`src/rtl/cdc_pkg.sv`:
```
// Shared types and constants for the toggle request/acknowledge CDC source.
package cdc_pkg;

   typedef enum logic [0:0] {
      IDLE     = 1'b0,
      WAIT_ACK = 1'b1
   } cdc_state_e;

   localparam int CDC_DROP_CNT_W = 8;

   // Increment that sticks at all-ones instead of wrapping.
   function automatic logic [CDC_DROP_CNT_W-1:0] sat_inc(input logic [CDC_DROP_CNT_W-1:0] v);
      logic [CDC_DROP_CNT_W-1:0] r;
      if (v == {CDC_DROP_CNT_W{1'b1}}) begin
         r = v;
      end else begin
         r = v + {{(CDC_DROP_CNT_W-1){1'b0}}, 1'b1};
      end
      return r;
   endfunction

endpackage

```
`src/rtl/sync_ff.sv`:
```
// Multi-flop synchronizer for a single asynchronous level; synchronous active-low reset.
module sync_ff #(
   parameter int   SYNC_WIDTH = 2,
   parameter logic RESET_VAL  = 1'b0
) (
   input  logic clk_i,
   input  logic rst_ni,
   input  logic d_i,
   output logic q_o
);

   logic [SYNC_WIDTH-1:0] chain_q;
   logic [SYNC_WIDTH-1:0] chain_d;

   assign chain_d = {chain_q[SYNC_WIDTH-2:0], d_i};

   // Shift the asynchronous level through the flop chain.
   always_ff @(posedge clk_i) begin
      if (!rst_ni) begin
         chain_q <= {SYNC_WIDTH{RESET_VAL}};
      end else begin
         chain_q <= chain_d;
      end
   end

   assign q_o = chain_q[SYNC_WIDTH-1];

endmodule

```
`src/rtl/cdc_req_src.sv`:
```
// Source half of a two-phase toggle req/ack crossing. Optional refused-offer
// counter enabled by macro CDC_REQ_SRC_DROP_CNT_EN.
module cdc_req_src
   import cdc_pkg::*;
#(
   parameter int DATA_WIDTH     = 8,
   parameter int ACK_SYNC_WIDTH = 2
) (
   input  logic                      clk_i,
   input  logic                      rst_ni,
   input  logic                      valid_i,
   input  logic [DATA_WIDTH-1:0]     data_i,
   output logic                      ready_o,
   output logic                      req_o,
   output logic [DATA_WIDTH-1:0]     data_o,
   input  logic                      ack_i,
   output logic                      done_o,
   output logic [CDC_DROP_CNT_W-1:0] drop_cnt_o
);

   cdc_state_e            state_q, state_d;
   logic                  req_q, req_d;
   logic [DATA_WIDTH-1:0] data_q, data_d;
   logic                  ack_s;
   logic                  done_s;
   logic                  ready_s;
   logic                  accept_s;

   sync_ff #(
      .SYNC_WIDTH (ACK_SYNC_WIDTH),
      .RESET_VAL  (1'b0)
   ) u_ack_sync (
      .clk_i  (clk_i),
      .rst_ni (rst_ni),
      .d_i    (ack_i),
      .q_o    (ack_s)
   );

   // Transfer completes once the returned toggle parity matches the request.
   assign done_s   = (state_q == WAIT_ACK) && (ack_s == req_q);
   assign ready_s  = (state_q == IDLE) || done_s;
   assign accept_s = valid_i && ready_s;

   // Next state: an accept in the done cycle chains straight into the next transfer.
   always_comb begin
      state_d = state_q;
      req_d   = req_q;
      data_d  = data_q;
      case (state_q)
         IDLE: begin
            if (accept_s) begin
               state_d = WAIT_ACK;
               req_d   = ~req_q;
               data_d  = data_i;
            end else begin
               state_d = IDLE;
            end
         end
         WAIT_ACK: begin
            if (accept_s) begin
               state_d = WAIT_ACK;
               req_d   = ~req_q;
               data_d  = data_i;
            end else if (done_s) begin
               state_d = IDLE;
            end else begin
               state_d = WAIT_ACK;
            end
         end
         default: begin
            state_d = IDLE;
         end
      endcase
   end

   // Control FSM and the registered crossing outputs.
   always_ff @(posedge clk_i) begin
      if (!rst_ni) begin
         state_q <= IDLE;
         req_q   <= 1'b0;
         data_q  <= {DATA_WIDTH{1'b0}};
      end else begin
         state_q <= state_d;
         req_q   <= req_d;
         data_q  <= data_d;
      end
   end

   assign req_o   = req_q;
   assign data_o  = data_q;
   assign done_o  = done_s;
   assign ready_o = ready_s;

`ifdef CDC_REQ_SRC_DROP_CNT_EN
   logic [CDC_DROP_CNT_W-1:0] drop_q, drop_d;

   assign drop_d = (valid_i && !ready_s) ? sat_inc(drop_q) : drop_q;

   // Saturating count of offers refused while a transfer is outstanding.
   always_ff @(posedge clk_i) begin
      if (!rst_ni) begin
         drop_q <= {CDC_DROP_CNT_W{1'b0}};
      end else begin
         drop_q <= drop_d;
      end
   end

   assign drop_cnt_o = drop_q;
`else
   assign drop_cnt_o = {CDC_DROP_CNT_W{1'b0}};
`endif

endmodule

```
`config.mk`:
```
export PLATFORM = sky130hd
export DESIGN_NAME = cdc_req_src
export DESIGN_NICKNAME = d
export VERILOG_FILES = /design/src/rtl/cdc_pkg.sv /design/src/rtl/sync_ff.sv /design/src/rtl/cdc_req_src.sv
export SDC_FILE = /design/constraint.sdc
export NUM_CORES = 1
export LEC_CHECK = 0
export ABC_AREA = 0
export BUFFER_PORTS_ARGS = -buffer_cell sky130_fd_sc_hd__buf_2
export CAP_MARGIN = 20
export CORE_MARGIN = 2
export CORE_UTILIZATION = 48
export DETAILED_ROUTE_END_ITERATION = 10
export MAX_ROUTING_LAYER = met4
export PLACE_DENSITY = 0.81
export SETUP_SLACK_MARGIN = 0.02
export SYNTH_ARGS = -nofsm -noshare
export SYNTH_HDL_FRONTEND = slang
export SYNTH_HIERARCHICAL = 1
export SYNTH_SLANG_ARGS = --single-unit
```
`constraint.sdc`:
```
create_clock -name clk_i -period 2.5 [get_ports clk_i]
set_input_delay 0 -clock clk_i [delete_from_list [all_inputs] [get_ports clk_i]]
set_output_delay 0 -clock clk_i [all_outputs]
set_load 0.005 [all_outputs]
```
* After elaboration in Yosys (flattened, before gate mapping)
Cells that the tools add are included.
W data, S select, Z words.
** Storage, ports and cells
- Flip-flop bits (word level) :: 12
- Output and inout port bits :: 19
- Logic and storage cells :: 16
** Operators by class
- Equality and inequality tests :: 1
- Muxes and demuxes :: 6
- Bitwise gates (word level) :: 2
- Reductions and logical operators :: 3
** Operator list (count)
- $mux W8 :: 1
- $mux W1 :: 4
- $logic_and A1 B1 Y1 :: 2
- $not A1 Y1 :: 2
- $pmux W1 S2 :: 1
- $eq A1 B1 Y1 :: 1
- $logic_or A1 B1 Y1 :: 1

* Depth between registers and ports, before layout
- Word-level depth :: 6
- Mapped depth :: 4
- Gate-level depth less buffers :: 3

* Modules after synthesis
The synthesis kept the hierarchy.
** Modules (own cells, without submodules)
- cdc_req_src :: instances 1, cells each 78, area an instance 649.4 um2
- sync_ff :: instances 1, cells each 4, area an instance 52.6 um2

* Least setup slack after synthesis
No wires, ideal clock.
- Path kind :: register to register
- Start point :: register req_q (netlist: req_o)
- End point :: register data_q[4] (netlist: data_o[4])
- Data arrival time :: 1.003 ns
- Required time :: 2.421 ns
- Path slack :: 1.418 ns
- Cell stages (with the launch flop) :: 5
- Path buffers :: 1
- Period minus slack after synthesis :: 1.082 ns
- Cells stage by stage :: dfxtp_1 xnor2_2 buf_6 nand4_1 o211ai_1
** On the way
- Word-level cells in the longest chain between the ends :: 4
** Ends and longest elaborated chain
- from (decl) :: RTL line cdc_req_src.sv:22 : logic req_q, req_d;
- from (signal assigned) :: RTL line cdc_req_src.sv:84 : req_q <= req_d;
- $eq A1 B1 Y1 :: RTL line cdc_req_src.sv:40 : assign done_s = (state_q == WAIT_ACK) && (ack_s == req_q);
- $logic_and A1 B1 Y1 :: RTL line cdc_req_src.sv:40
- $logic_or A1 B1 Y1 :: RTL line cdc_req_src.sv:41 : assign ready_s = (state_q == IDLE) || done_s;
- $logic_and A1 B1 Y1 :: RTL line cdc_req_src.sv:42 : assign accept_s = valid_i && ready_s;
- to (signal assigned) :: RTL line cdc_req_src.sv:81 : data_q <= {DATA_WIDTH{1'b0}};
- to (signal assigned) :: RTL line cdc_req_src.sv:85 : data_q <= data_d;
- to (decl) :: RTL line cdc_req_src.sv:23 : logic [DATA_WIDTH-1:0] data_q, data_d;
Every way passes these cells.
A chain may end at the register's enable or synchronous reset.

* Final worst setup path
- Start point :: register req_q (netlist: req_o)
- End point :: output port done_o
** On the way
- Word-level cells in the longest chain between the ends :: 2
** Ends and longest elaborated chain
- $eq A1 B1 Y1 :: RTL line cdc_req_src.sv:40
- $logic_and A1 B1 Y1 :: RTL line cdc_req_src.sv:40
- to (decl) :: RTL line cdc_req_src.sv:17 : output logic done_o,
Every way passes these cells.

==> out/qor.txt <==
Detail Route Antenna Nets: 0
Rows: 13
Seq/Total Area, Yosys: 34.2%
Multi-input gate area: 383 um2
Clock Latency Late Sink: 0.27 ns
post-CTS repair timing setup buffer count: 0
Max Cap Viol: 0
total grt overflow: 0
total die area: 1780 um2
delay-heaviest family, CP: XOR/XNOR gates
share of layout cells above drive strength 1: 25.2%
DR DRC count: 0
Simple-Gate Fraction of Synth Area: 29.8%
FMAX: 637 MHz
detail-routed via count per cell: 5.59
Critical Path End Type: output pin
Final Hold Slack: -0.00628 ns
minimum clock period: 1.57 ns
Post-synth EDFFs: 0
Worst EP required: 2.50 ns
P&R area growth vs syn: 22.8%
Fillers: 112
Initial Util: 52.6%
Worst Setup Path Type: reg -> out
post-synthesis average cell area: 8.56 um2
total routed wirelength: 1.51 mm
WP buf/inv: 1
crit path cell chain: xnor2_2 -> and2_1 -> buf_2
Die Span Y: 42.2 um
Startpoint Class: flop
violated checks: hold timing
Synth cell types: 21
Fin. Hold Viols: 1
CTS tree: yes
Worst path max stage delay: 0.62 ns
post-synthesis adder-cell area fraction: 0%
min-delay src: data_i[0]
I/O pin total: 31
# placed instances: 111
DRT iter0 DRCs: 7
Vias: 682
Setup Slack @ Placement: 1.16 ns
final cell utilization of the core: 64.6%
Worst EP arrival: 1.57 ns
reg-to-reg critical path startpoint: req_o
Final TNS setup: 0 ns
clock buffer depth: 2
H-tree depth: 1
Port Buffers: 22
Slew Limit Fails: 0
GR Util All Layers: 17.5%
vias in the first global route: 569
Die Width: 42.2 um
gpl congestion: 0.692
Rel. slew slack: 50.4%
crit path launch: req_o
post-synthesis mux area share: 0%
area of the mapped netlist: 702 um2
Post-DP HPWL: 997 um
combinational family with the most area after synthesis: simple AND/OR/NAND/NOR gates
power per cell area: 553 nW/um2
commonest non-fill, non-tap cells in the layout: buf_2, dfxtp_1
Reg area: 240 um2
clk sinks: 12
Resize count post-CTS: 0
core box area: 1330 um2
setup slack after layout: 0.931 ns
XOR/XNOR share of the synthesized area: 2.32%
initial antenna violation count: 0
skew final: 0.00427 ns
peak supply drop: 0.301 mV
period utilization: 62.8%
cts bufs inserted: 3
Finished Layout Cells: 122
Final Cell Area: 862 um2
YS warnings: 6
First-pass DRT Iterations: 4
outcome: finished, violations left
per-cell routed wire length: 12.4 um
Worst Hold Class: in -> reg
compound-gate portion of the synthesized area: 18.2%
n_diodes: 0
clock-pin slew on the worst setup and hold paths: 0.08 ns
worst-path maximum fanout: 18
Final setup viols: 0
CTS root buf: clkbuf_4
actual slew at the worst max-slew pin: 0.740 ns
Cells after Synth: 82
placed cell area: 756 um2
Top FF cell, synth: dfxtp_1
crit path max-delay cell type: xnor2_2
RSZ-0062 raised after global routing: false
share of flip-flops with an asynchronous set or reset: 0%
Final #Nets: 120
most common cell after layout, fill and taps aside: buf_2
first-pass GRT wire length: 2.37 mm
pin count of the biggest net entering global routing: 30
#FFs+latches synth: 12
Pleak: 0.000392 uW
[state kept, by name, summed over array words and instances (netlist names)]
name and count:
req_o 1, state_q 1, data_o 8, u_ack_sync/chain_q 2
[metal layers]
metal	wire length (um)	vias up	track usage, %
met5	0	-	-
met4	13	0	5.63
met3	88	2	3.88
met2	763	23	29.5
met1	646	316	20.6
li1	-	341	-
[worst register-to-register path, cell delays in order (launching register included)]
cell      delay [ns]
dfxtp_1         0.36
xnor2_2         0.62
nand4_1         0.18
o211ai_1        0.13
[final timing paths]
check | endpoint | cells after the start | slack (ns)
worst max-delay path | done_o | 3 | 0.93
worst min-delay path | data_o[0] | 3 | -0.006
worst max register to register | data_o[6] | 3 | 1.14
worst min register to register | u_ack_sync/chain_q[1] | 1 | 0.45
[per-stage QoR]
step	total power [uW]	hold WS (ns)
finish	477	-0.00628
global route	501	0.00999
CTS	479	0.000439
detailed placement	317	0.215
global placement	312	0.199
floorplan	294	0.122
[kinds of logic (layout without fill, tap and decap cells)]
group	Yosys count	after routing
buffers and inverters	16	34
other	1	8
XOR/XNOR	1	1
AO/OA/AOI/OAI	19	19
AND/OR/NAND/NOR	33	33
flip-flops	12	12
[final cells by class]
cell class / count / share of cell area [%]
well taps: 15 / 2.18
inverters: 1 / 0.435
repair buffers: 29 / 20.9
clock buffers: 4 / 4.21
multi-input cells: 61 / 44.4
flip-flops and latches: 12 / 27.9
[cells in the mapped netlist (all sizes together), types with 2 or more instances]
library cell | number | share of area [%]
a31oi | 8 | 7.1
and2 | 3 | 2.7
and3b | 8 | 10
buf | 13 | 13
clkbuf | 2 | 1.1
dfxtp | 12 | 34
nand2 | 2 | 1.1
nand3 | 8 | 5.7
nand4 | 8 | 7.1
nor2b | 2 | 1.8
o211ai | 8 | 8.6
[power breakdown]
group | internal (uW) | switching, uW | total [uW]
clock network | 88.3 | 67.6 | 156
registers | 209 | 16.2 | 226
logic | 46.4 | 49.1 | 95.5
total | 344 | 133 | 477
[repair_timing]
item	CTS	global route
endpoints found under the hold margin	7	0
setup endpoints to repair	0	0
hold buffers	7	0
No activity file was read; power rests on OpenSTA's default activity.
